===== src/rtl/dab_param_pkg.sv =====
// Shared constants, types and helpers for the DAB modulation-parameter loader.
// Frame layout: A5, t1, t2, phi_lo, phi_hi, fs_lo, fs_mid, fs_hi, deadtime, chk.
package dab_param_pkg;

    localparam logic [7:0] HDR    = 8'hA5;
    localparam int         FS_MIN = 500;
    localparam int         FS_MAX = 250000;

    localparam logic [8:0]  DEF_T1  = 9'd223;
    localparam logic [8:0]  DEF_T2  = 9'd128;
    localparam logic [8:0]  DEF_PHI = 9'h1C0;   // -64
    localparam logic [18:0] DEF_FS  = 19'd100000;
    localparam logic [7:0]  DEF_DT  = 8'd20;

    // Byte count value while each payload byte is received (header not counted).
    localparam logic [3:0] IDX_T1     = 4'd0;
    localparam logic [3:0] IDX_T2     = 4'd1;
    localparam logic [3:0] IDX_PHI_LO = 4'd2;
    localparam logic [3:0] IDX_PHI_HI = 4'd3;
    localparam logic [3:0] IDX_FS_LO  = 4'd4;
    localparam logic [3:0] IDX_FS_MID = 4'd5;
    localparam logic [3:0] IDX_FS_HI  = 4'd6;
    localparam logic [3:0] IDX_DT     = 4'd7;
    localparam logic [3:0] IDX_CHK    = 4'd8;

    typedef enum logic [2:0] {
        ErrNone     = 3'd0,
        ErrChk      = 3'd1,
        ErrFsRange  = 3'd2,
        ErrDeadtime = 3'd3,
        ErrPhi      = 3'd4,
        ErrTimeout  = 3'd5
    } err_code_e;

    typedef struct packed {
        logic [8:0]  t1;
        logic [8:0]  t2;
        logic [8:0]  phi;
        logic [18:0] fs;
        logic [7:0]  dt;
    } dab_params_t;

    localparam dab_params_t DEF_PARAMS = '{
        t1:  DEF_T1,
        t2:  DEF_T2,
        phi: DEF_PHI,
        fs:  DEF_FS,
        dt:  DEF_DT
    };

    // Value checks applied after the checksum, in priority order.
    function automatic err_code_e range_check(input logic [18:0] fs, input logic [7:0] dt,
                                              input logic [8:0] phi);
        int fs_val;
        fs_val = int'($signed(fs));
        if (fs_val < FS_MIN || fs_val > FS_MAX) begin
            return ErrFsRange;
        end
        if (dt == 8'd0) begin
            return ErrDeadtime;
        end
        if (phi == 9'h100) begin
            return ErrPhi;
        end
        return ErrNone;
    endfunction

endpackage


===== src/rtl/dab_frame_rx.sv =====
// Byte-stream framer: finds the header, collects the payload, accumulates the XOR checksum
// and flags inter-byte gaps that run too long. Emits one done or timeout strobe per frame.
module dab_frame_rx
    import dab_param_pkg::*;
#(
    parameter int unsigned TimeoutCyc = 10000
) (
    input  logic        clk,
    input  logic        rst,
    input  logic [7:0]  rx_data,
    input  logic        rx_valid,
    output dab_params_t frame,
    output logic        done,
    output logic        chk_ok,
    output logic        timeout
);

    localparam int unsigned GapW = $clog2(TimeoutCyc + 1);

    typedef enum logic [1:0] {StIdle, StPayload, StCheck} state_e;

    state_e      state_q;
    logic [3:0]  cnt_q;
    logic [GapW-1:0] gap_q;
    logic [7:0]  acc_q;
    dab_params_t frame_q;
    logic        done_q;
    logic        chk_ok_q;
    logic        timeout_q;
    logic        start;

    assign start = rx_valid && (rx_data == HDR);

    always_ff @(posedge clk) begin
        if (rst) begin
            state_q   <= StIdle;
            cnt_q     <= '0;
            gap_q     <= '0;
            acc_q     <= '0;
            frame_q   <= '0;
            done_q    <= 1'b0;
            chk_ok_q  <= 1'b0;
            timeout_q <= 1'b0;
        end else begin
            done_q    <= 1'b0;
            timeout_q <= 1'b0;
            unique case (state_q)
                // CHECK is a one-cycle pass-through, so it accepts a header just like IDLE.
                StIdle, StCheck: begin
                    if (start) begin
                        state_q <= StPayload;
                        cnt_q   <= '0;
                        gap_q   <= '0;
                        acc_q   <= '0;
                    end else begin
                        state_q <= StIdle;
                    end
                end
                StPayload: begin
                    if (rx_valid) begin
                        gap_q <= '0;
                        acc_q <= acc_q ^ rx_data;
                        cnt_q <= cnt_q + 4'd1;
                        case (cnt_q)
                            IDX_T1:     frame_q.t1        <= {1'b0, rx_data};
                            IDX_T2:     frame_q.t2        <= {1'b0, rx_data};
                            IDX_PHI_LO: frame_q.phi[7:0]  <= rx_data;
                            IDX_PHI_HI: frame_q.phi[8]    <= rx_data[0];
                            IDX_FS_LO:  frame_q.fs[7:0]   <= rx_data;
                            IDX_FS_MID: frame_q.fs[15:8]  <= rx_data;
                            IDX_FS_HI:  frame_q.fs[18:16] <= rx_data[2:0];
                            IDX_DT:     frame_q.dt        <= rx_data;
                            default: ;
                        endcase
                        if (cnt_q == IDX_CHK) begin
                            state_q  <= StCheck;
                            done_q   <= 1'b1;
                            chk_ok_q <= (acc_q == rx_data);
                        end
                    end else if (gap_q == GapW'(TimeoutCyc - 1)) begin
                        state_q   <= StIdle;
                        timeout_q <= 1'b1;
                    end else begin
                        gap_q <= gap_q + GapW'(1);
                    end
                end
                default: state_q <= StIdle;
            endcase
        end
    end

    assign frame   = frame_q;
    assign done    = done_q;
    assign chk_ok  = chk_ok_q;
    assign timeout = timeout_q;

endmodule


===== src/rtl/dab_param_loader.sv =====
// Validates DAB parameter frames from the UART into a shadow set and applies the shadow to the
// live outputs on the next rising edge of the period marker, so parameters never change mid-period.
module dab_param_loader
    import dab_param_pkg::*;
#(
    parameter int unsigned TimeoutCyc = 10000
) (
    input  logic               clk,
    input  logic               rst,
    input  logic [7:0]         rx_data,
    input  logic               rx_valid,
    input  logic               trigger,
    output logic signed [8:0]  t1,
    output logic signed [8:0]  t2,
    output logic signed [8:0]  phi,
    output logic signed [18:0] fs_DAB,
    output logic [7:0]         deadtime,
    output logic               upd_pending,
    output logic               applied,
    output logic               frame_ok,
    output logic               frame_err,
    output logic [2:0]         err_code
);

    dab_params_t frame;
    logic        frame_done;
    logic        frame_chk_ok;
    logic        frame_timeout;

    dab_frame_rx #(
        .TimeoutCyc(TimeoutCyc)
    ) u_frame_rx (
        .clk     (clk),
        .rst     (rst),
        .rx_data (rx_data),
        .rx_valid(rx_valid),
        .frame   (frame),
        .done    (frame_done),
        .chk_ok  (frame_chk_ok),
        .timeout (frame_timeout)
    );

    dab_params_t shadow_q;
    dab_params_t active_q;
    logic        trig_q;
    logic        pending_q;
    logic        applied_q;
    logic        ok_q;
    logic        err_q;
    err_code_e   err_code_q;
    err_code_e   verdict;
    logic        trig_rise;

    assign trig_rise = trigger && !trig_q;

    always_comb begin
        verdict = ErrNone;
        if (!frame_chk_ok) begin
            verdict = ErrChk;
        end else begin
            verdict = range_check(frame.fs, frame.dt, frame.phi);
        end
    end

    always_ff @(posedge clk) begin
        if (rst) begin
            trig_q     <= 1'b0;
            shadow_q   <= DEF_PARAMS;
            active_q   <= DEF_PARAMS;
            pending_q  <= 1'b0;
            applied_q  <= 1'b0;
            ok_q       <= 1'b0;
            err_q      <= 1'b0;
            err_code_q <= ErrNone;
        end else begin
            trig_q    <= trigger;
            applied_q <= 1'b0;
            ok_q      <= 1'b0;
            err_q     <= 1'b0;
            // The edge sees the pre-edge shadow; a frame accepted this cycle re-arms pending.
            if (trig_rise && pending_q) begin
                active_q  <= shadow_q;
                pending_q <= 1'b0;
                applied_q <= 1'b1;
            end
            if (frame_done) begin
                if (verdict == ErrNone) begin
                    shadow_q  <= frame;
                    pending_q <= 1'b1;
                    ok_q      <= 1'b1;
                end else begin
                    err_q      <= 1'b1;
                    err_code_q <= verdict;
                end
            end else if (frame_timeout) begin
                err_q      <= 1'b1;
                err_code_q <= ErrTimeout;
            end
        end
    end

    assign t1          = active_q.t1;
    assign t2          = active_q.t2;
    assign phi         = active_q.phi;
    assign fs_DAB      = active_q.fs;
    assign deadtime    = active_q.dt;
    assign upd_pending = pending_q;
    assign applied     = applied_q;
    assign frame_ok    = ok_q;
    assign frame_err   = err_q;
    assign err_code    = err_code_q;

endmodule


===== config.mk =====
export PLATFORM = sky130hd
export DESIGN_NAME = dab_param_loader
export DESIGN_NICKNAME = d
export VERILOG_FILES = /design/src/rtl/dab_param_pkg.sv /design/src/rtl/dab_frame_rx.sv /design/src/rtl/dab_param_loader.sv
export SDC_FILE = /design/constraint.sdc
export NUM_CORES = 1
export LEC_CHECK = 0
export CAP_MARGIN = 20
export CORE_UTILIZATION = 50
export DETAILED_ROUTE_END_ITERATION = 8
export PLACE_DENSITY = 0.81
export SYNTH_ARGS = -nofsm -noshare
export SYNTH_HDL_FRONTEND = slang
export SYNTH_HIERARCHICAL = 1
export SYNTH_SLANG_ARGS = --single-unit

===== constraint.sdc =====
create_clock -name clk -period 3.65 [get_ports clk]
set_input_delay 1.095 -clock clk [delete_from_list [all_inputs] [get_ports clk]]
set_output_delay 1.095 -clock clk [all_outputs]
set_load 0.005 [all_outputs]

==> reports/qor.csv, run 1 <==
metric;value;unit
post-detail-place hpwl;12300;um
CP peak stage delay;750;ps
critical path type;in2reg;
Die W;128.9;um
Worst EP required;4010;ps
leakage power total;3.194;nW
Hold-fix buffers, CTS;0;
wl on met1;8202;um
Layout area overhead;17.24;%
register area share after synthesis;49.46;%
Met2 Routed Length;8999;um
CTS Buf Count;17;
core area;0.01583;mm2
Fill cells;1407;
share of cells above drive strength 1;8.019;%
TNS Setup;0;ps
most common cell in the synthesized netlist;dfxtp_1;
Setup Skew;10.97;ps
Hold Violations, Final;0;
flops & latches, synth;199;
Clk pin slew, worst setup/hold paths;70;ps
Starting Density;50.89;%
worst skew pair latency;440;ps
fin. max-slew vios;0;
pin count of the biggest net entering global routing;112;
EDFF count, synth;0;
async set-or-reset flop fraction in the synthesized netlist;0;%
worst-margin pin slew;974.9;ps
worst hold margin;448.6;ps
GRT overflow;0;
Avg Cell Area, Syn;8.120;um2
DRC viols;0;
min Tclk post-route;2692;ps
clock sink count;199;
Top FF cell, synth;dfxtp_1;
Worst Hold Class;reg2reg;
kind of end point of the critical path;flop;
H-Tree Depth;4;
GP Congestion;0.8432;
Mapped Area;0.008055;mm2
number of nets with antenna violations after routing;0;
die area;0.01662;mm2
Max Cap Viol;0;
via count;7160;
Die Y;128.9;um
outcome;finished, final reports clean;
TritonRoute pass-1 iters;6;
vias in the first global route;6403;
CP most frequent cell;o21ai_0;
yosys warns;6;
post_cts resized;0;
initial DRC count;669;
highest metal used;met4;
Rel. slew slack;34.51;%
WP buf/inv;1;
critical path's top delay family;simple AND/OR/NAND/NOR gates;
Max clock buf depth;2;
Commonest cells post-synth;dfxtp_1, nand2_1, nand3_1, a21oi_1, o21ai_0;
Ant. Diodes;0;
Synth cell types;65;
crit-path max FO;10;
Yosys top cell by area;dfxtp_1;
WL/cell;15.18;um
Via density;5.723;
met3 wire length;1345;um
DRT Wirelength;18990;um
Peak Freq;371.4;MHz
Setup violations, final;0;
Final #Nets;1039;
Critical Path Start Type;input port;
CTS tree;done;
critical path cell sequence;clkdlybuf4s50_1 > nand4bb_1 > nor3_4 > nor3_1 > o21ai_0 > o21ai_0;
Root Buffer Master;clkbuf_16;
IO Pins;73;
final period utilization;73.76;%
main area contributors after synthesis;dfxtp_1, nand3_1, nand2_1, a21oi_1, o21ai_0;
Global Route Usage Sum;23.83;%
Pwr per Cell Area;437.3;mW/mm2
RSZ-0062 raised after global routing;false;
port bufs;72;
site row count;46;
post-synthesis cell count;992;
CP arrival;3050;ps
Crit-path slowest cell;nor3_1;
first-pass GRT wire length;31190;um
Post-CTS Setup Inserts;0;
peak supply drop;0.3316;mV
top cell type's share of synthesized area;49.46;%
antenna violations before repair;0;
-- placed cells by master (no fill, tap or decap), types with 5 or more instances in the layout --
master           synthesis  layout
o21ai_0                 55      55
nor2_1                  42      42
nor4_1                   5       5
nor3b_1                  7       5
nand2_1                186     186
nor3_1                   8       7
ha_1                     5       5
nand3_1                149     149
xor2_1                   6       6
dfxtp_1                199     199
clkdlybuf4s50_1          0      71
nand2b_1                 7       7
clkbuf_16                0      17
o21ai_1                 23      23
a21oi_1                139     139
buf_4                   13      19
inv_1                    8       8
-- worst paths after layout --
kind | slack (ps) | start | cells after the start | endpoint
hold / removal | 450 | shadow_q[3] | 2 | deadtime[3]
hold reg to reg | 450 | shadow_q[3] | 2 | deadtime[3]
setup / recovery | 960 | rx_valid | 6 | u_frame_rx/gap_q[4]
setup reg to reg | 1100 | u_frame_rx/frame[17] | 5 | shadow_q[0]
-- where the power goes --
group / internal (mW) / total [mW] / switching (mW)
combinational: 0.0275 / 0.0901 / 0.0626
sequential: 2.17 / 2.17 / 0.000658
clock: 0.991 / 1.87 / 0.878
-- layer usage --
layer,global-route usage (%),up-vias
met1,31.11,3376
met2,38.38,252
met5,0,-
met4,9.550,0
li1,-,3494
met3,5.156,38
-- cells by family after synthesis --
family	share of synthesized area [%]
buffers and inverters	5.467
XOR/XNOR	0.8699
flip-flops	49.46
other	0.04655
AO/OA/AOI/OAI	17.16
AND/OR/NAND/NOR	26.22
adder cells (fa/ha/maj)	0.7766
-- layout make-up --
class | count | area [um2] | share of cell area (%)
flip-flops and latches | 199 | 3984 | 42.18
multi-input cells | 704 | 3662 | 38.78
repair buffers | 92 | 900.9 | 9.539
clock buffers | 18 | 439.2 | 4.650
well taps | 216 | 270.3 | 2.862
clock inverters | 14 | 157.7 | 1.669
inverters | 8 | 30.03 | 0.3180
-- stage by stage --
stage | utilization, % | setup WS (ps) | cell area [um2] | power [mW] | instances
2_1_floorplan | - | 1129 | 8059 | 2.275 | 993
3_3_place_gp | 55.72 | 530.7 | 8820 | 2.306 | 1218
3_5_place_dp | 55.72 | 494.5 | 8820 | 2.306 | 1218
4_1_cts | 59.49 | 938.8 | 9417 | 4.154 | 1250
5_1_grt | 59.67 | 722.0 | 9444 | 4.247 | 1251
6_report | 59.67 | 957.6 | 9444 | 4.130 | 1251
-- worst register-to-register path, cell delays in order, from the launching register on --
cell and delay (ps):
dfxtp_1 380, or4_4 600, nor3_4 300, a2111o_2 770, o21ai_0 240, a21oi_1 190
-- registers in the layout, indices dropped and copies added (netlist names), 2 cells and up --
register	count
err_code	3
u_frame_rx/frame	52
deadtime	8
fs_DAB	19
t1	9
shadow_q	54
u_frame_rx/acc_q	8
u_frame_rx/cnt_q	4
phi	9
u_frame_rx/state_q	2
u_frame_rx/gap_q	14
t2	9
No activity file was read; power rests on OpenSTA's default activity.
==> inputs of run 2 (changes only) <==
Clock period 3.65 ns to 2.5 ns, I/O delays scaled along.
==> run 2 against run 1 <==
Global-route usage decreased by 0.81 points; worst setup slack lost 680 ps; via count is 0.29% lower; flip-flop and latch count unchanged; sequential power is 46% higher; final cell count increased by 1.4%; critical endpoint is now u_frame_rx/frame[39]; power rose by 50%; critical path type unchanged; clock skew fell by 3.2 ps; first-iteration DRC count down 2.4%; clock power rose by 55%.
==> reports/qor.csv, run 2 (synthesized netlist as in run 1, its figures left out) <==
metric;value;unit;change
most common cell after layout, fill and taps aside;dfxtp_1;;unchanged
Most flops, register;shadow_q;;unchanged
Hold Startpoint;shadow_q[53];;was shadow_q[3]
final period utilization;89.06;%;
via count;7139;;was 7160
Ant. Diodes;0;;unchanged
Critical Path Start Type;input port;;unchanged
Max clock buf depth;2;;unchanged
Pwr per Cell Area;643.3;mW/mm2;was 437.3 mW/mm2
post-detail-place hpwl;12650;um;was 12300 um
number of nets with antenna violations after routing;0;;unchanged
Global Route Usage Sum;23.01;%;was 23.83%
placed cells;1236;;was 1218
Register-to-Register Path Depth;6;;was 5
CP arrival;2520;ps;was 3050 ps
Crit-path slowest cell;clkdlybuf4s50_1;;was nor3_1
met3 Use GR;4.241;%;was 5.156%
CTS Buf Count;17;;unchanged
critical path cell sequence;clkdlybuf4s50_1 > nand3b_1 > nor3_2 > nand2_1 > nand2_1 > a21oi_1;;was clkdlybuf4s50_1 > nand4bb_1 > nor3_4 > nor3_1 > o21ai_0 > o21ai_0
max FFs per register;54;;unchanged
share of cells above drive strength 1;9.411;%;was 8.019%
CP peak stage delay;610;ps;was 750 ps
TNS Setup;0;ps;unchanged
antenna violations before repair;0;;unchanged
Final Core Density;60.85;%;was 59.67%
peak supply drop;0.4815;mV;was 0.3316 mV
Comb power frac;2.1;%;was 2.2%
Register-to-Register Setup Slack;310;ps;was 1100 ps
Setup Skew;7.785;ps;was 10.97 ps
initial DRC count;653;;was 669
DRC viols;0;;unchanged
post-route cell area;0.009630;mm2;was 0.009444 mm2
Layout area overhead;19.56;%;was 17.24%
Worst EP required;2790;ps;was 4010 ps
vias in the first global route;6273;;was 6403
kind of end point of the critical path;flop;;unchanged
Peak Freq;449.1;MHz;
Final Non-Filler Cells;1268;;was 1251
Max Cap Viol;0;;unchanged
Starting Density;50.89;%;unchanged
Rel. slew slack;59.90;%;was 34.51%
clock network fraction of total power;46.8;%;was 45.3%
GP Congestion;0.8945;;was 0.8432
IO Pins;73;;unchanged
Root Buffer Master;clkbuf_16;;unchanged
NetSw;1.258;mW;was 941.1 uW
port bufs;72;;unchanged
placed inst area;0.008992;mm2;was 0.008820 mm2
TritonRoute pass-1 iters;5;;was 6
reg2reg start;u_frame_rx/frame[15];;was u_frame_rx/frame[17]
met2 usage;36.50;%;was 38.38%
DRT Wirelength;18630;um;was 18990 um
Die W;128.9;um;unchanged
site row count;46;;unchanged
setup ws final;273.5;ps;was 957.6 ps
cell-internal power;4.938;mW;was 3.189 mW
CP most frequent cell;nand2_1;;was o21ai_0
Die Y;128.9;um;unchanged
most frequent cells in the layout;dfxtp_1, nand2_1, nand3_1, a21oi_1, clkdlybuf4s50_1;;unchanged
WL/cell;14.70;um;was 15.18 um
H-Tree Depth;4;;unchanged
fin. max-slew vios;0;;unchanged
GRT busiest layer;met2;;unchanged
Hold-fix buffers, CTS;0;;unchanged
Fill cells;1367;;was 1407
Worst Hold Class;reg2reg;;unchanged
Flop pwr share;51.2;%;was 52.6%
RSZ-0062 raised after global routing;false;;unchanged
Setup violations, final;0;;unchanged
met1 Use GR;30.60;%;was 31.11%
Hold Path Stages;2;;unchanged
Via density;5.630;;was 5.723
min Tclk post-route;2226;ps;
core area;0.01583;mm2;unchanged
Clk pin slew, worst setup/hold paths;70;ps;about the same
worst-margin pin slew;598.3;ps;was 974.9 ps
hold worst-path end;t1[8];;was deadtime[3]
reg2reg end;err_code[2];;was shadow_q[0]
outcome;finished, final reports clean;;unchanged
first-pass GRT wire length;30360;um;was 31190 um
CTS tree;done;;unchanged
leakage power total;3.293;nW;was 3.194 nW
worst skew pair latency;430;ps;was 440 ps
clock sink count;199;;unchanged
Setup WS pre-CTS;-328.0;ps;was 494.5 ps
Sw Share;20.30;%;was 22.79%
Final #Nets;1056;;was 1039
die area;0.01662;mm2;unchanged
pin count of the biggest net entering global routing;130;;was 112
GRT overflow;0;;unchanged
critical path type;in2reg;;unchanged
Hold Violations, Final;0;;unchanged
crit-path max FO;8;;was 10
[run 2: cell types whose count changed in the layout (fill, tap and decap cells not counted), sizes merged]
cell and delta:
buf +17, inv -7, bufinv +3, clkbuf +3, clkinvlp +3, clkinv -2
[run 2: worst max-delay path, delay by kind of cell]
| kind | cells | cell delay (ps) |
|---|---|---|
| buf+inv | 1 | 610 |
| compound gates | 1 | 90 |
| simple gates | 4 | 1070 |
[run 2: stage by stage]
stage | hold slack [ps] | total power [mW]
final | 448.5 | 6.195
after floorplan | 424.7 | 3.321
after detailed placement | 442.1 | 3.369
after global placement | 437.3 | 3.370
after CTS | 451.0 | 6.234
after global routing | 469.3 | 6.360
[run 2: worst max path at each step]
stage                          from                   end  cells past startpoint
6_report                   rx_valid  u_frame_rx/frame[39]                      6
5_1_grt        u_frame_rx/frame[13]          shadow_q[34]                      6
4_1_cts                    rx_valid   u_frame_rx/gap_q[4]                      6
3_5_place_dp               rx_valid   u_frame_rx/gap_q[4]                      6
3_3_place_gp               rx_valid  u_frame_rx/gap_q[13]                      6
2_1_floorplan              rx_valid  u_frame_rx/frame[34]                      7
[run 2: layout make-up]
type,count,area [um2],area share [%]
Sequential cell,199,3984,41.37
Multi-Input combinational cell,704,3667,38.08
Timing Repair Buffer,109,1046,10.86
Clock buffer,21,460.4,4.781
Tap cell,216,270.3,2.806
Clock inverter,11,172.7,1.793
Inverter,8,30.03,0.3118
[run 2: metal layers]
layer	share of wire, %	vias to the layer above	wire [um]
met5	0	-	0
met3	4.9	33	907
met4	2.7	0	497
li1	-	3531	-
met2	47	198	8736
met1	46	3377	8492
[run 2: power by group through the flow]
stage	registers, mW	clock network, mW	logic, mW
6_report	3.17	2.90	0.128
5_1_grt	3.17	3.05	0.138
4_1_cts	3.17	2.94	0.126
3_5_place_dp	3.24	0	0.126
3_3_place_gp	3.24	0	0.127
2_1_floorplan	3.24	0	0.0784
[run 2: timing repair]
| item | 4_1_cts | 5_1_grt |
|---|---|---|
| resized for setup | 0 | 1 |
| buffers inserted | 0 | 0 |
| endpoints found under the setup margin | 0 | 2 |
==> inputs of run 3 (changes only) <==
Settings changed: ABC_CLOCK_PERIOD_IN_PS from default to 2500.
==> results of run 3 <==
Same layout as run 2: the final DEF is identical, and so are final timing and power.
